File: src/rtl/decode_pkg.sv
// Shared types, opcode constants and immediate generation for the ID stage.
package decode_pkg;

  localparam int unsigned CTRL_W  = 14;
  localparam int unsigned INSTR_W = 32;
  localparam int unsigned REG_W   = 5;

  // RV32I major opcodes
  localparam logic [6:0] OPC_LUI    = 7'b0110111;
  localparam logic [6:0] OPC_AUIPC  = 7'b0010111;
  localparam logic [6:0] OPC_JAL    = 7'b1101111;
  localparam logic [6:0] OPC_JALR   = 7'b1100111;
  localparam logic [6:0] OPC_BRANCH = 7'b1100011;
  localparam logic [6:0] OPC_LOAD   = 7'b0000011;
  localparam logic [6:0] OPC_STORE  = 7'b0100011;
  localparam logic [6:0] OPC_OP_IMM = 7'b0010011;
  localparam logic [6:0] OPC_OP     = 7'b0110011;
  localparam logic [6:0] OPC_SYSTEM = 7'b1110011;

  // Write-back source select
  localparam logic [1:0] WB_ALU = 2'd0;
  localparam logic [1:0] WB_MEM = 2'd1;
  localparam logic [1:0] WB_PC4 = 2'd2;

  // ALU operation class handed to EX
  localparam logic [1:0] ALU_ADD = 2'd0;
  localparam logic [1:0] ALU_BR  = 2'd1;
  localparam logic [1:0] ALU_OP  = 2'd2;
  localparam logic [1:0] ALU_OPI = 2'd3;

  typedef enum logic [2:0] {
    IMM_NONE,
    IMM_I,
    IMM_S,
    IMM_B,
    IMM_U,
    IMM_J
  } imm_sel_e;

  typedef struct packed {
    logic       reg_write;
    logic       mem_read;
    logic       mem_write;
    logic       alu_src;
    logic       branch;
    logic       jump;
    logic       is_jalr;
    logic       is_lui;
    logic       is_auipc;
    logic       is_system;
    logic [1:0] alu_op;
    logic [1:0] wb_sel;
  } decode_ctrl_t;

  // Sign-extended 32-bit immediate for the given format
  function automatic logic [31:0] gen_imm(input logic [INSTR_W-1:0] instr, input imm_sel_e sel);
    logic [31:0] imm;
    case (sel)
      IMM_I:   imm = {{20{instr[31]}}, instr[31:20]};
      IMM_S:   imm = {{20{instr[31]}}, instr[31:25], instr[11:7]};
      IMM_B:   imm = {{19{instr[31]}}, instr[31], instr[7], instr[30:25], instr[11:8], 1'b0};
      IMM_U:   imm = {instr[31:12], 12'b0};
      IMM_J:   imm = {{11{instr[31]}}, instr[31], instr[19:12], instr[20], instr[30:21], 1'b0};
      default: imm = 32'd0;
    endcase
    return imm;
  endfunction

endpackage

File: src/rtl/decode_skid_buf.sv
// Generic valid/ready register slice: 2-entry (main+skid) or single-entry passthrough.
module decode_skid_buf #(
  parameter int unsigned WIDTH   = 8,
  parameter bit          SKID_EN = 1'b1
) (
  input  logic             clk,
  input  logic             rst_n,
  input  logic             flush,
  input  logic             in_valid,
  output logic             in_ready,
  input  logic [WIDTH-1:0] in_data,
  output logic             out_valid,
  input  logic             out_ready,
  output logic [WIDTH-1:0] out_data
);

  logic             main_valid;
  logic [WIDTH-1:0] main_data;

  assign out_valid = main_valid;
  assign out_data  = main_data;

  generate
    if (SKID_EN) begin : g_skid
      logic             skid_valid;
      logic [WIDTH-1:0] skid_data;
      logic             accept;

      // in_ready comes straight from the skid flop, breaking the ready path
      assign in_ready = ~skid_valid;
      assign accept   = in_valid & ~skid_valid & ~flush;

      // Main/skid update: refill main from skid first so order is preserved
      always_ff @(posedge clk or negedge rst_n) begin
        if (!rst_n) begin
          main_valid <= 1'b0;
          main_data  <= '0;
          skid_valid <= 1'b0;
          skid_data  <= '0;
        end else if (flush) begin
          main_valid <= 1'b0;
          skid_valid <= 1'b0;
        end else if (~main_valid | out_ready) begin
          if (skid_valid) begin
            main_valid <= 1'b1;
            main_data  <= skid_data;
            skid_valid <= 1'b0;
          end else begin
            main_valid <= accept;
            if (accept) main_data <= in_data;
          end
        end else if (accept) begin
          skid_valid <= 1'b1;
          skid_data  <= in_data;
        end
      end
    end else begin : g_single
      logic accept;

      assign in_ready = ~main_valid | out_ready;
      assign accept   = in_valid & in_ready & ~flush;

      // Single register: load whenever the downstream slot frees up
      always_ff @(posedge clk or negedge rst_n) begin
        if (!rst_n) begin
          main_valid <= 1'b0;
          main_data  <= '0;
        end else if (flush) begin
          main_valid <= 1'b0;
        end else if (in_ready) begin
          main_valid <= accept;
          if (accept) main_data <= in_data;
        end
      end
    end
  endgenerate

endmodule

File: src/rtl/decode_stage.sv
// RV32I ID stage: combinational decode into a registered valid/ready slice, plus perf counters.
module decode_stage
  import decode_pkg::*;
#(
  parameter int unsigned DATA_WIDTH = 32,
  parameter int unsigned PC_WIDTH   = 32,
  parameter bit          SKID_EN    = 1'b1,
  parameter int unsigned CNT_WIDTH  = 16
) (
  input  logic                  clk,
  input  logic                  rst_n,
  input  logic                  flush,
  input  logic                  in_valid,
  output logic                  in_ready,
  input  logic [PC_WIDTH-1:0]   in_pc,
  input  logic [INSTR_W-1:0]    in_instr,
  output logic                  out_valid,
  input  logic                  out_ready,
  output logic [PC_WIDTH-1:0]   out_pc,
  output logic [REG_W-1:0]      out_rd,
  output logic [REG_W-1:0]      out_rs1,
  output logic [REG_W-1:0]      out_rs2,
  output logic [DATA_WIDTH-1:0] out_imm,
  output decode_ctrl_t          out_ctrl,
  output logic                  out_illegal,
  output logic [CNT_WIDTH-1:0]  dec_cnt,
  output logic [CNT_WIDTH-1:0]  ill_cnt
);

  localparam int unsigned PAY_W = PC_WIDTH + 3 * REG_W + DATA_WIDTH + CTRL_W + 1;

  decode_ctrl_t          ctrl_c;
  imm_sel_e              imm_sel_c;
  logic                  illegal_c;
  logic [DATA_WIDTH-1:0] imm_c;
  logic [PAY_W-1:0]      pay_c;
  logic [PAY_W-1:0]      pay_q;
  logic                  emit;

  // Opcode decode into control bundle and immediate format
  always_comb begin
    ctrl_c    = '0;
    imm_sel_c = IMM_NONE;
    illegal_c = 1'b0;
    case (in_instr[6:0])
      OPC_LUI: begin
        ctrl_c.reg_write = 1'b1;
        ctrl_c.alu_src   = 1'b1;
        ctrl_c.is_lui    = 1'b1;
        imm_sel_c        = IMM_U;
      end
      OPC_AUIPC: begin
        ctrl_c.reg_write = 1'b1;
        ctrl_c.alu_src   = 1'b1;
        ctrl_c.is_auipc  = 1'b1;
        imm_sel_c        = IMM_U;
      end
      OPC_JAL: begin
        ctrl_c.reg_write = 1'b1;
        ctrl_c.jump      = 1'b1;
        ctrl_c.wb_sel    = WB_PC4;
        imm_sel_c        = IMM_J;
      end
      OPC_JALR: begin
        ctrl_c.reg_write = 1'b1;
        ctrl_c.jump      = 1'b1;
        ctrl_c.is_jalr   = 1'b1;
        ctrl_c.alu_src   = 1'b1;
        ctrl_c.wb_sel    = WB_PC4;
        imm_sel_c        = IMM_I;
      end
      OPC_BRANCH: begin
        ctrl_c.branch = 1'b1;
        ctrl_c.alu_op = ALU_BR;
        imm_sel_c     = IMM_B;
      end
      OPC_LOAD: begin
        ctrl_c.reg_write = 1'b1;
        ctrl_c.mem_read  = 1'b1;
        ctrl_c.alu_src   = 1'b1;
        ctrl_c.wb_sel    = WB_MEM;
        imm_sel_c        = IMM_I;
      end
      OPC_STORE: begin
        ctrl_c.mem_write = 1'b1;
        ctrl_c.alu_src   = 1'b1;
        imm_sel_c        = IMM_S;
      end
      OPC_OP_IMM: begin
        ctrl_c.reg_write = 1'b1;
        ctrl_c.alu_src   = 1'b1;
        ctrl_c.alu_op    = ALU_OPI;
        imm_sel_c        = IMM_I;
      end
      OPC_OP: begin
        ctrl_c.reg_write = 1'b1;
        ctrl_c.alu_op    = ALU_OP;
      end
      OPC_SYSTEM: begin
        ctrl_c.is_system = 1'b1;
        imm_sel_c        = IMM_I;
      end
      default: illegal_c = 1'b1;
    endcase
    // Compressed/reserved encodings never match a 32-bit opcode; kill everything
    if (in_instr[1:0] != 2'b11) begin
      illegal_c = 1'b1;
      ctrl_c    = '0;
      imm_sel_c = IMM_NONE;
    end
  end

  assign imm_c = DATA_WIDTH'($signed(gen_imm(in_instr, imm_sel_c)));
  assign pay_c = {in_pc, in_instr[11:7], in_instr[19:15], in_instr[24:20], imm_c, ctrl_c, illegal_c};

  decode_skid_buf #(
    .WIDTH   (PAY_W),
    .SKID_EN (SKID_EN)
  ) u_buf (
    .clk       (clk),
    .rst_n     (rst_n),
    .flush     (flush),
    .in_valid  (in_valid),
    .in_ready  (in_ready),
    .in_data   (pay_c),
    .out_valid (out_valid),
    .out_ready (out_ready),
    .out_data  (pay_q)
  );

  assign {out_pc, out_rd, out_rs1, out_rs2, out_imm, out_ctrl, out_illegal} = pay_q;

  // A flushed instruction never counts as handed over
  assign emit = out_valid & out_ready & ~flush;

  // Saturating perf counters
  always_ff @(posedge clk or negedge rst_n) begin
    if (!rst_n) begin
      dec_cnt <= '0;
      ill_cnt <= '0;
    end else if (emit) begin
      if (dec_cnt != '1) dec_cnt <= dec_cnt + CNT_WIDTH'(1);
      if (out_illegal && (ill_cnt != '1)) ill_cnt <= ill_cnt + CNT_WIDTH'(1);
    end
  end

endmodule
File: config.mk
export PLATFORM = sky130hd
export DESIGN_NAME = decode_stage
export DESIGN_NICKNAME = d
export VERILOG_FILES = /design/src/rtl/decode_pkg.sv /design/src/rtl/decode_skid_buf.sv /design/src/rtl/decode_stage.sv
export SDC_FILE = /design/constraint.sdc
export NUM_CORES = 1
export LEC_CHECK = 0
export BUFFER_PORTS_ARGS = -buffer_cell sky130_fd_sc_hd__buf_4
export CELL_PAD_IN_SITES_DETAIL_PLACEMENT = 0
export CELL_PAD_IN_SITES_GLOBAL_PLACEMENT = 1
export CORE_MARGIN = 2
export CORE_UTILIZATION = 40
export CTS_BUF_LIST = sky130_fd_sc_hd__clkbuf_16
export DETAILED_ROUTE_END_ITERATION = 8
export PLACE_DENSITY_LB_ADDON = 0.1
export SLEW_MARGIN = 20
export SYNTH_ARGS = -nofsm -noshare
export SYNTH_HDL_FRONTEND = slang
export SYNTH_SLANG_ARGS = --single-unit
File: constraint.sdc
create_clock -name clk -period 2.65 [get_ports clk]
set_input_delay 0.1325 -clock clk [delete_from_list [all_inputs] [get_ports clk]]
set_output_delay 0.1325 -clock clk [all_outputs]
set_load 0.05 [all_outputs]
# Word level (Yosys, flattened, before mapping)
# Cells that the tools add are included.
# classes
addsub	2
multipliers	0
div	0
magnitude_cmp	0
eq_ne	18
shift	0
n_mux	26
bitwise_logic	9
reduce_logical	14
# ops
op	count
$mux W94	2
$pmux W32 S5	1
$add A16 B1 Y16 const B	2
$ne A16 B16 Y1 const B	2
$eq A7 B7 Y1 const B	4
$eq A7 B6 Y1 const B	3
$mux W1	18
$pmux W3 S5	1
$eq A7 B5 Y1 const B	2
$mux W14	1
$reduce_or A10 Y1	1
$eq A7 B2 Y1 const B	1
$reduce_or A7 Y1	1
$eq A3 B2 Y1 const B	2
$eq A3 B3 Y1 const B	2
$pmux W2 S3	1
$reduce_and A3 Y1	2
$reduce_or A6 Y1	1
$and A1 B1 Y1	4
$not A1 Y1	4
$pmux W2 S2	1
$reduce_and A2 Y1	2
$reduce_bool A2 Y1	2
$reduce_or A2 Y1	2
other kinds (7)	7
# word_totals
ff_bits	222
latchBits	0
mem_bits_rw	0
rom_bits	0
inputBits	69
out_inout_bits	128
word_cells	75
mem_count	0

# Logic depth before layout (Yosys ltp)
# Gate-level depths: netlist of run 1.
# depth
word_depth	8
mapped_depth	9
mapped_depth_nobuf	6

# By module
# Synthesis of run 1 repeated with hierarchy kept, for this count alone.
# unflattened
hier_cells	750
area_unflattened_um2	10575.1
# modules_own_cells
mod	n_inst	cells_per_inst	area_per_inst_um2	seq_area_each_um2
decode_skid_buf	1	512	8380.5	4754.6
decode_stage	1	238	2194.6	800.8

# Worst setup path before layout of run 1
# OpenSTA, ideal clock, no wires.
# synth_path
path_type	register to register
start	reg ill_cnt[0]
end	reg ill_cnt[10]
setup_time_ns	0.142
arrival_time_ns	2.036
required_time_ns	2.508
setup_slack_ns	0.471
stages_incl_launch_ff	6
n_path_buf	0
synth_period_minus_slack_ns	2.179
path_cell_list	dfrtp_1 ha_1 nand3_1 a2111oi_0 nand4_1 xnor2_1
# synth_between
elab_chain_cells	3
elab_cells_between_ends	4
cone_classes	add/sub: 1; eq/ne: 1; reduce/logical: 2
# synth_lines
item	line_no	source
start, declared	decode_stage.sv:27	output logic [CNT_WIDTH-1:0] ill_cnt
start signal, assigned	decode_stage.sv:143	if (out_illegal && (ill_cnt != '1)) ill_cnt <= ill_cnt + CNT_WIDTH'(1);
parallel branches: the longest is 3 deep, another holds $add A16 B1 Y16	-	
# Several ways; the timed one is not identified.
# A chain may end at the register's enable or synchronous reset.

# Final worst setup path of run 1
# layout_path
start	reg u_buf.main_valid, in the netlist u_buf.out_valid
end	reg u_buf.main_data[27], in the netlist u_buf.out_data[27]
# layout_between
elab_chain_cells	3
# layout_lines
item	line_no	source
start, declared	decode_skid_buf.sv:17	logic main_valid;
start signal, assigned	decode_skid_buf.sv:49	main_valid <= accept;
$not A1 Y1	decode_skid_buf.sv:43	end else if (~main_valid | out_ready) begin
$or A1 B1 Y1	decode_skid_buf.sv:43	
$reduce_and A3 Y1 (no source line)	-	
end signal, assigned	decode_skid_buf.sv:46	main_data <= skid_data;
end signal, assigned	decode_skid_buf.sv:50	if (accept) main_data <= in_data;
end, declared	decode_skid_buf.sv:18	logic [WIDTH-1:0] main_data;
# Every way passes these cells.

==> results_dict.tcl, run 1 <==
set metrics [dict create \
    path_buf_inv 0 \
    ys_async_sr_fraction_pct 100 \
    worstPathRequired_ps 3050 \
    grt_pass1_wl_mm 41.2 \
    initialDrtViolationCount 510 \
    slew_viol_final 0 \
    numCtsBuffers 25 \
    synth_simple_gate_area_share_pct 19.2 \
    p_sw_uw 3300 \
    synth_compound_area_share_pct 12.0 \
    status "finished clean" \
    path_cells "nor2b_1 -> or3_4 -> nor2_1 -> and2_4 -> a21oi_2" \
    antenna_left 0 \
    routed_wl_mm 25.2 \
    fin_worst_skew_ps 5.58 \
    first_global_vias 7690 \
    rr_endpoint "u_buf.out_data[27]" \
    wl_per_cell_um 16.1 \
    finalSetupViolCount 0 \
    yosys.area_share.adder_pct 0.261 \
    pwr-share-clk_pct 33.0 \
    gr-total-overflow 0 \
    avgSynthCellArea_um2 9.78 \
    synth_edf_count 0 \
    clock_sinks 220 \
    grt_use_total_pct 19.8 \
    synth-main-ff-cell "dfrtp_1" \
    layout.cells.non_filler 1564 \
    cts.clk_slew.worst_paths_ps 60 \
    relSlewSlack_pct 41.2 \
    vias 7839 \
    port_buffers 196 \
    cp_slowest_cell "or3_4" \
    core_area_mm2 0.0235 \
    crit_type "reg -> reg" \
    synth_cells 980 \
    synth_nets 1051 \
    hold_end "u_buf.g_skid.skid_data[46]" \
    p_int_uw 6580 \
    start_util_pct 40.8 \
    clock_path_buffers 3 \
    synth-xor-area-share_pct 2.65 \
    fin_crit_sh_pct 84.0 \
    die_x_um 159 \
    synth_top_family_by_area "simple AND/OR/NAND/NOR gates" \
    syn_to_final_growth_pct 33.8 \
    fin_tns_setup_ps 0 \
    tightest_slew_ps 879 \
    rsz0062_at_grt "false" \
    hold_viol 0 \
    startpoint "u_buf.out_valid" \
    dieHeight_um 159 \
    rows 56 \
    hold_path_depth 4 \
    path_delay_family "simple AND/OR/NAND/NOR gates" \
    placed_cells 1454 \
    antenna_found_initial 0 \
    max-cap-violations 0 \
    clk_latency_ps 520 \
    p_comb_share_pct 24.1 \
    place_congestion 0.737 \
    firstDrtPassIters 5 \
    path_max_fanout 50 \
    synthDistinctLibCells 52 \
    ir_drop_mv 0.581 \
    leakagePower_uw 0.00592 \
    io_pins 197 \
    synth-seq-area-share_pct 57.5 \
    yosys_warnings 0 \
    crit-reg2reg-launch "u_buf.out_valid" \
    max_stage_delay_ps 620 \
    nFillCells 2153 \
    p_sw_share_pct 33.4 \
    viasPerCell 5.01 \
    netlist_area_mm2 0.00958 \
    dp_hpwl_mm 16.6 \
    hold_path.class "in -> reg" \
    clock-root-buffer "clkbuf_16" \
    grt_max_degree 70 \
    drc 0 \
    max_freq_mhz 449 \
    synth.ff_latch_count 220 \
    post_cts_resize_count 0 \
    period_needed_ps 2230 \
    cts_tree "yes" \
    r2r_slack_ps 420 \
    ff2ff_path_depth 5 \
    final_nets 1297 \
    finish.utilization_pct 54.6 \
    h-tree-depth 1 \
    layout-drive-gt1-share_pct 22.6 \
    p_per_area_mw_per_mm2 771 \
    synthMuxAreaShare_pct 5.38 \
    power_frac_seq_pct 42.8 \
    n_antenna_cell 0 \
    hold_ws_ps 99.0 \
    hp-start "in_instr[31]" \
    critPathLaunchType "register" \
    die_area_mm2 0.0252 \
    worstSetupEndpointType "register" \
    arrival_ps 2620 \
]
registers in the layout, summed over array words and instances, names as in the netlist:
name                     cells
dec_cnt                     16
ill_cnt                     16
u_buf.g_skid.skid_data      93
u_buf.g_skid.skid_valid      1
u_buf.out_data              93
u_buf.out_valid              1
per-stage QoR:
step	total power (µW)	cell area (µm²)	setup WS, ps
after floorplan	5750	9580	471
after global placement	6590	11400	520
after detailed placement	6630	11400	444
after CTS	10000	12800	438
after global routing	10400	12800	262
final	9880	12800	424
metal layers:
metal  routed length (µm)  global-route usage, %  up-vias
li1                     -                      -     3845
met4                  507                   4.34        0
met2                11300                   30.9      191
met3                 1420                   4.21       36
met5                    0                      0        -
met1                12000                   28.4     3767
cells by family (layout without fill, tap and decap cells):
logic type                 count (synthesis)  count (layout)
adders and majority gates                  2               2
xor gates and xnor gates                  29              29
and+or+nand+nor                          419             419
buffers and inverters                     66             331
DFF                                      220             220
muxes                                     51              51
AOI/OAI and AO/OA                        193             193
synth_stat cells (all sizes together), types with 2 or more instances:
| library cell | n | area share, % |
|---|---|---|
| a221oi | 6 | 0.55 |
| mux2 | 4 | 0.47 |
| nor2b | 3 | 0.22 |
| mux2i | 47 | 4.9 |
| nand2 | 263 | 10 |
| and3 | 13 | 0.85 |
| nor3 | 3 | 0.16 |
| o211ai | 7 | 0.55 |
| a22o | 7 | 0.64 |
| buf | 16 | 1.1 |
| a211o | 2 | 0.27 |
| xor2 | 6 | 0.55 |
| o31ai | 2 | 0.16 |
| o21ai | 93 | 4.9 |
| dfrtp | 220 | 57 |
| nand4 | 15 | 0.98 |
| and4 | 2 | 0.18 |
| or3 | 28 | 1.9 |
| inv | 5 | 0.20 |
| and2 | 2 | 0.17 |
| nand3 | 19 | 0.99 |
| a31oi | 19 | 1.2 |
| a21oi | 44 | 2.6 |
| clkbuf | 45 | 1.8 |
| nor2 | 58 | 2.3 |
| ha | 2 | 0.26 |
| nor4 | 5 | 0.33 |
| o21a | 6 | 0.47 |
| xnor2 | 23 | 2.1 |
layout make-up:
cell class / instances / area (µm²) / share of cell area, %
Tap cell: 319 / 399 / 3.11
Timing Repair Buffer: 280 / 2320 / 18.1
Sequential cell: 220 / 5510 / 43.0
Inverter: 5 / 18.8 / 0.146
Multi-Input combinational cell: 694 / 3810 / 29.7
Clock inverter: 21 / 140 / 1.09
Clock buffer: 25 / 626 / 4.88
repair_timing:
item | 4_1_cts | 5_1_grt
setup buffers | 0 | 0
hold endpoints to repair | 223 | 0
hold buffers | 64 | 0
worst reg2reg max path, stage by stage, from the launching register on:
cell,delay (ps)
dfrtp_1,420
nor2b_1,220
or3_4,620
nor2_1,430
and2_4,320
a21oi_2,80
worst max-delay path by stage:
stage                          to  depth (start not counted)
5_1_grt        u_buf.out_data[27]                          5
3_5_place_dp   u_buf.out_data[27]                          5
3_3_place_gp   u_buf.out_data[28]                          5
4_1_cts        u_buf.out_data[27]                          5
6_report       u_buf.out_data[27]                          5
2_1_floorplan         ill_cnt[10]                          5
power by group through the flow:
stage	Sequential [µW]	Clock, µW	Combinational, µW
floorplan	5140	0	615
global placement	4280	0	2300
detailed placement	4290	0	2330
CTS	4240	3360	2410
global route	4310	3490	2570
finish	4230	3260	2390
cell usage in the layout, fill, tap and decap left out, drive strengths merged, types with 3 or more instances in the layout:
master and instances:
a221oi 6, xnor2 23, o211ai 7, a21oi 44
or3 28, a22o 7, nor2 58, and3 13
nand3 19, xor2 6, nand2 263, buf 216
dlygate4sd3 64, clkinv 15, clkbuf 25, mux2i 47
nand4 15, nor3 3, nor4 5, dfrtp 220
a31oi 19, mux2 4, o21ai 93, o21a 6
inv 9, nor2b 3
No activity file was read; power rests on OpenSTA's default activity.
==> run 2, diff against run 1 <==
Settings changed: ABC_AREA set to 1, CORE_UTILIZATION 40 to 37.
Clock period 2.65 ns to 1.8 ns, I/O delays scaled along.
==> run 2 against run 1 <==
Critical path depth decreased by 2; clock power is 57% higher; wire length is 16% higher; flip-flop and latch count stayed put; synthesized cell count up 38%; die area increased by 19%; sequential power is 48% higher.
==> results_dict.tcl, run 2 <==
set metrics [dict create \
    leakagePower_uw 0.00740 \
    synth_simple_gate_area_share_pct 26.1 \
    first_global_vias 9203 \
    yosysTopAreaCellShare_pct 51.9 \
    start_util_pct 37.3 \
    synth_cells 1356 \
    clock-root-buffer "clkbuf_16" \
    core_area_mm2 0.0285 \
    finalSetupViolCount 0 \
    dieHeight_um 173 \
    status "finished clean" \
    grt_pass1_wl_mm 48.7 \
    die_area_mm2 0.0301 \
    place_congestion 0.857 \
    rows 62 \
    yosysTopAreaCell "dfrtp_1" \
    synth.ff_latch_count 220 \
    clock_sinks 220 \
    worstSetupEndpointType "output port" \
    synth_top_family_by_area "simple AND/OR/NAND/NOR gates" \
    ys_async_sr_fraction_pct 100 \
    crit_type "reg -> out" \
    hold_viol 0 \
    synthDistinctLibCells 38 \
    layout-drive-gt1-share_pct 18.8 \
    viasPerCell 4.75 \
    max_stage_delay_ps 450 \
    drc 0 \
    arrival_ps 1610 \
    synth-seq-area-share_pct 51.9 \
    routed_wl_mm 29.2 \
    critPathLaunchType "register" \
    critical_path.most_common_cell "buf_4" \
    syn_to_final_growth_pct 32.8 \
    path_max_fanout 15 \
    post_cts_resize_count 0 \
    period_needed_ps 1700 \
    io_pins 197 \
    antenna_found_initial 2 \
    yosys-top-cells-area "dfrtp_1, nand2_1, o21ai_0" \
    max-cap-violations 0 \
    yosys_warnings 0 \
    antenna_left 0 \
    max_freq_mhz 588 \
    yosys.area_share.adder_pct 0.236 \
    h-tree-depth 1 \
    p_total_uw 15100 \
    numCtsBuffers 26 \
    synthMuxAreaShare_pct 0 \
    wl_per_cell_um 14.5 \
    firstDrtPassIters 5 \
    clk_latency_ps 530 \
    netlist_area_mm2 0.0106 \
    tightest_slew_ps 436 \
    hold_path.class "in -> async" \
    avgSynthCellArea_um2 7.83 \
    synth_nets 1427 \
    vias 9537 \
    fin_worst_skew_ps 7.57 \
    layout_common_cells "nand2_1, buf_4, dfrtp_1" \
    port_buffers 196 \
    cts_tree "yes" \
    worstPathRequired_ps 1710 \
    grt_max_degree 100 \
    synth_compound_area_share_pct 12.0 \
    synth-xor-area-share_pct 2.23 \
    relSlewSlack_pct 70.9 \
    ys_top_cells_by_count "nand2_1, dfrtp_1, o21ai_0" \
    gr-total-overflow 0 \
    layout_commonest_cell "nand2_1" \
    final_nets 1676 \
    p_per_area_mw_per_mm2 1070 \
    clock_path_buffers 3 \
    fin_crit_sh_pct 94.5 \
    path_cells "inv_4 -> buf_4 -> buf_4" \
    grt_use_total_pct 19.7 \
    ir_drop_mv 0.540 \
    die_x_um 173 \
    rsz0062_at_grt "false" \
    synth_edf_count 0 \
    synth.most_common_cell "nand2_1" \
    initialDrtViolationCount 656 \
    dp_hpwl_mm 19.8 \
    fin_tns_setup_ps 0 \
    synth-main-ff-cell "dfrtp_1" \
    cts.clk_slew.worst_paths_ps 60 \
    slew_viol_final 0 \
    cp_slowest_cell "dfrtp_1" \
]
[run 2: cell types whose count changed in the layout (fill, tap and decap cells not counted), moves of 12 or more]
| cell | before | now |
|---|---|---|
| nand2_1 | 263 | 454 |
| o21ai_0 | 93 | 179 |
| a21oi_1 | 36 | 22 |
| inv_1 | 8 | 100 |
| nand3_1 | 18 | 81 |
| nor2_1 | 58 | 111 |
| or3_1 | 19 | 0 |
| mux2i_1 | 47 | 0 |
| and3_1 | 12 | 0 |
| xnor2_1 | 23 | 11 |
| o21ai_1 | 0 | 16 |
[run 2: area by class of cell]
cell class | count | area [µm²]
Inverter | 107 | 407
Antenna cell | 2 | 5.00
Tap cell | 384 | 480
Sequential cell | 220 | 5510
Clock buffer | 26 | 651
Clock inverter | 20 | 173
Timing Repair Buffer | 298 | 2530
Multi-Input combinational cell | 952 | 4330
Fill cell | 2841 | 14400
[run 2: metrics by stage]
stage	hold WS, ps	area, µm²	worst slack [ps]	cells	utilization, %
global placement	43.5	12600	154	1892	44.2
floorplan	-206	10600	21.1	1356	-
detailed placement	40.0	12600	72.0	1892	44.2
finish	60.6	14100	99.1	2009	49.5
CTS	45.6	14100	47.0	2004	49.4
global route	75.7	14100	19.0	2009	49.5
[run 2: cell families (layout without fill, tap and decap cells)]
kind of cell,Yosys count,count (layout)
compound gates,243,243
xor+xnor,27,27
fa+ha+maj,2,2
buf+inv,184,451
flops,220,220
other cells,0,2
simple gates,680,680
[run 2: report_power, final]
group	total (µW)	internal (µW)	switching, µW	leakage, µW
clock network	5120	3040	2090	0.000418
registers	6280	5760	515	0.00284
logic	3730	1240	2490	0.00414
[run 2: layer usage]
layer | vias up | global-route usage, % | wire, µm
met1 | 4451 | 27.7 | 13600
met3 | 34 | 2.76 | 1400
li1 | 4820 | - | -
met5 | - | 0 | 0
met2 | 232 | 32.4 | 13700
met4 | 0 | 4.63 | 522
[run 2: critical path: cells and delay by family (launching register included)]
kind | cells | cell delay (ps)
buffers and inverters | 3 | 610
flip-flops | 1 | 450
[run 2: worst paths after layout]
kind | from | endpoint | slack [ps] | cells after the start
worst min register to register | u_buf.out_data[43] | u_buf.out_data[43] | 480 | 2
min in group clk | in_instr[31] | u_buf.g_skid.skid_data[46] | 60 | 7
worst max-delay path | u_buf.g_skid.skid_valid | in_ready | 100 | 3
worst max register to register | ill_cnt[0] | ill_cnt[0] | 160 | 7
max in group asynchronous | rst_n | dec_cnt[1] | 1090 | 3
worst min-delay path | rst_n | u_buf.g_skid.skid_data[82] | 60 | 2
[run 2: what timing repair did]
| item | in CTS | in global routing |
|---|---|---|
| hold buffers | 66 | 0 |
| endpoints found under the setup margin | 0 | 2 |
| setup buffers | 0 | 3 |
| hold endpoints to repair | 347 | 0 |
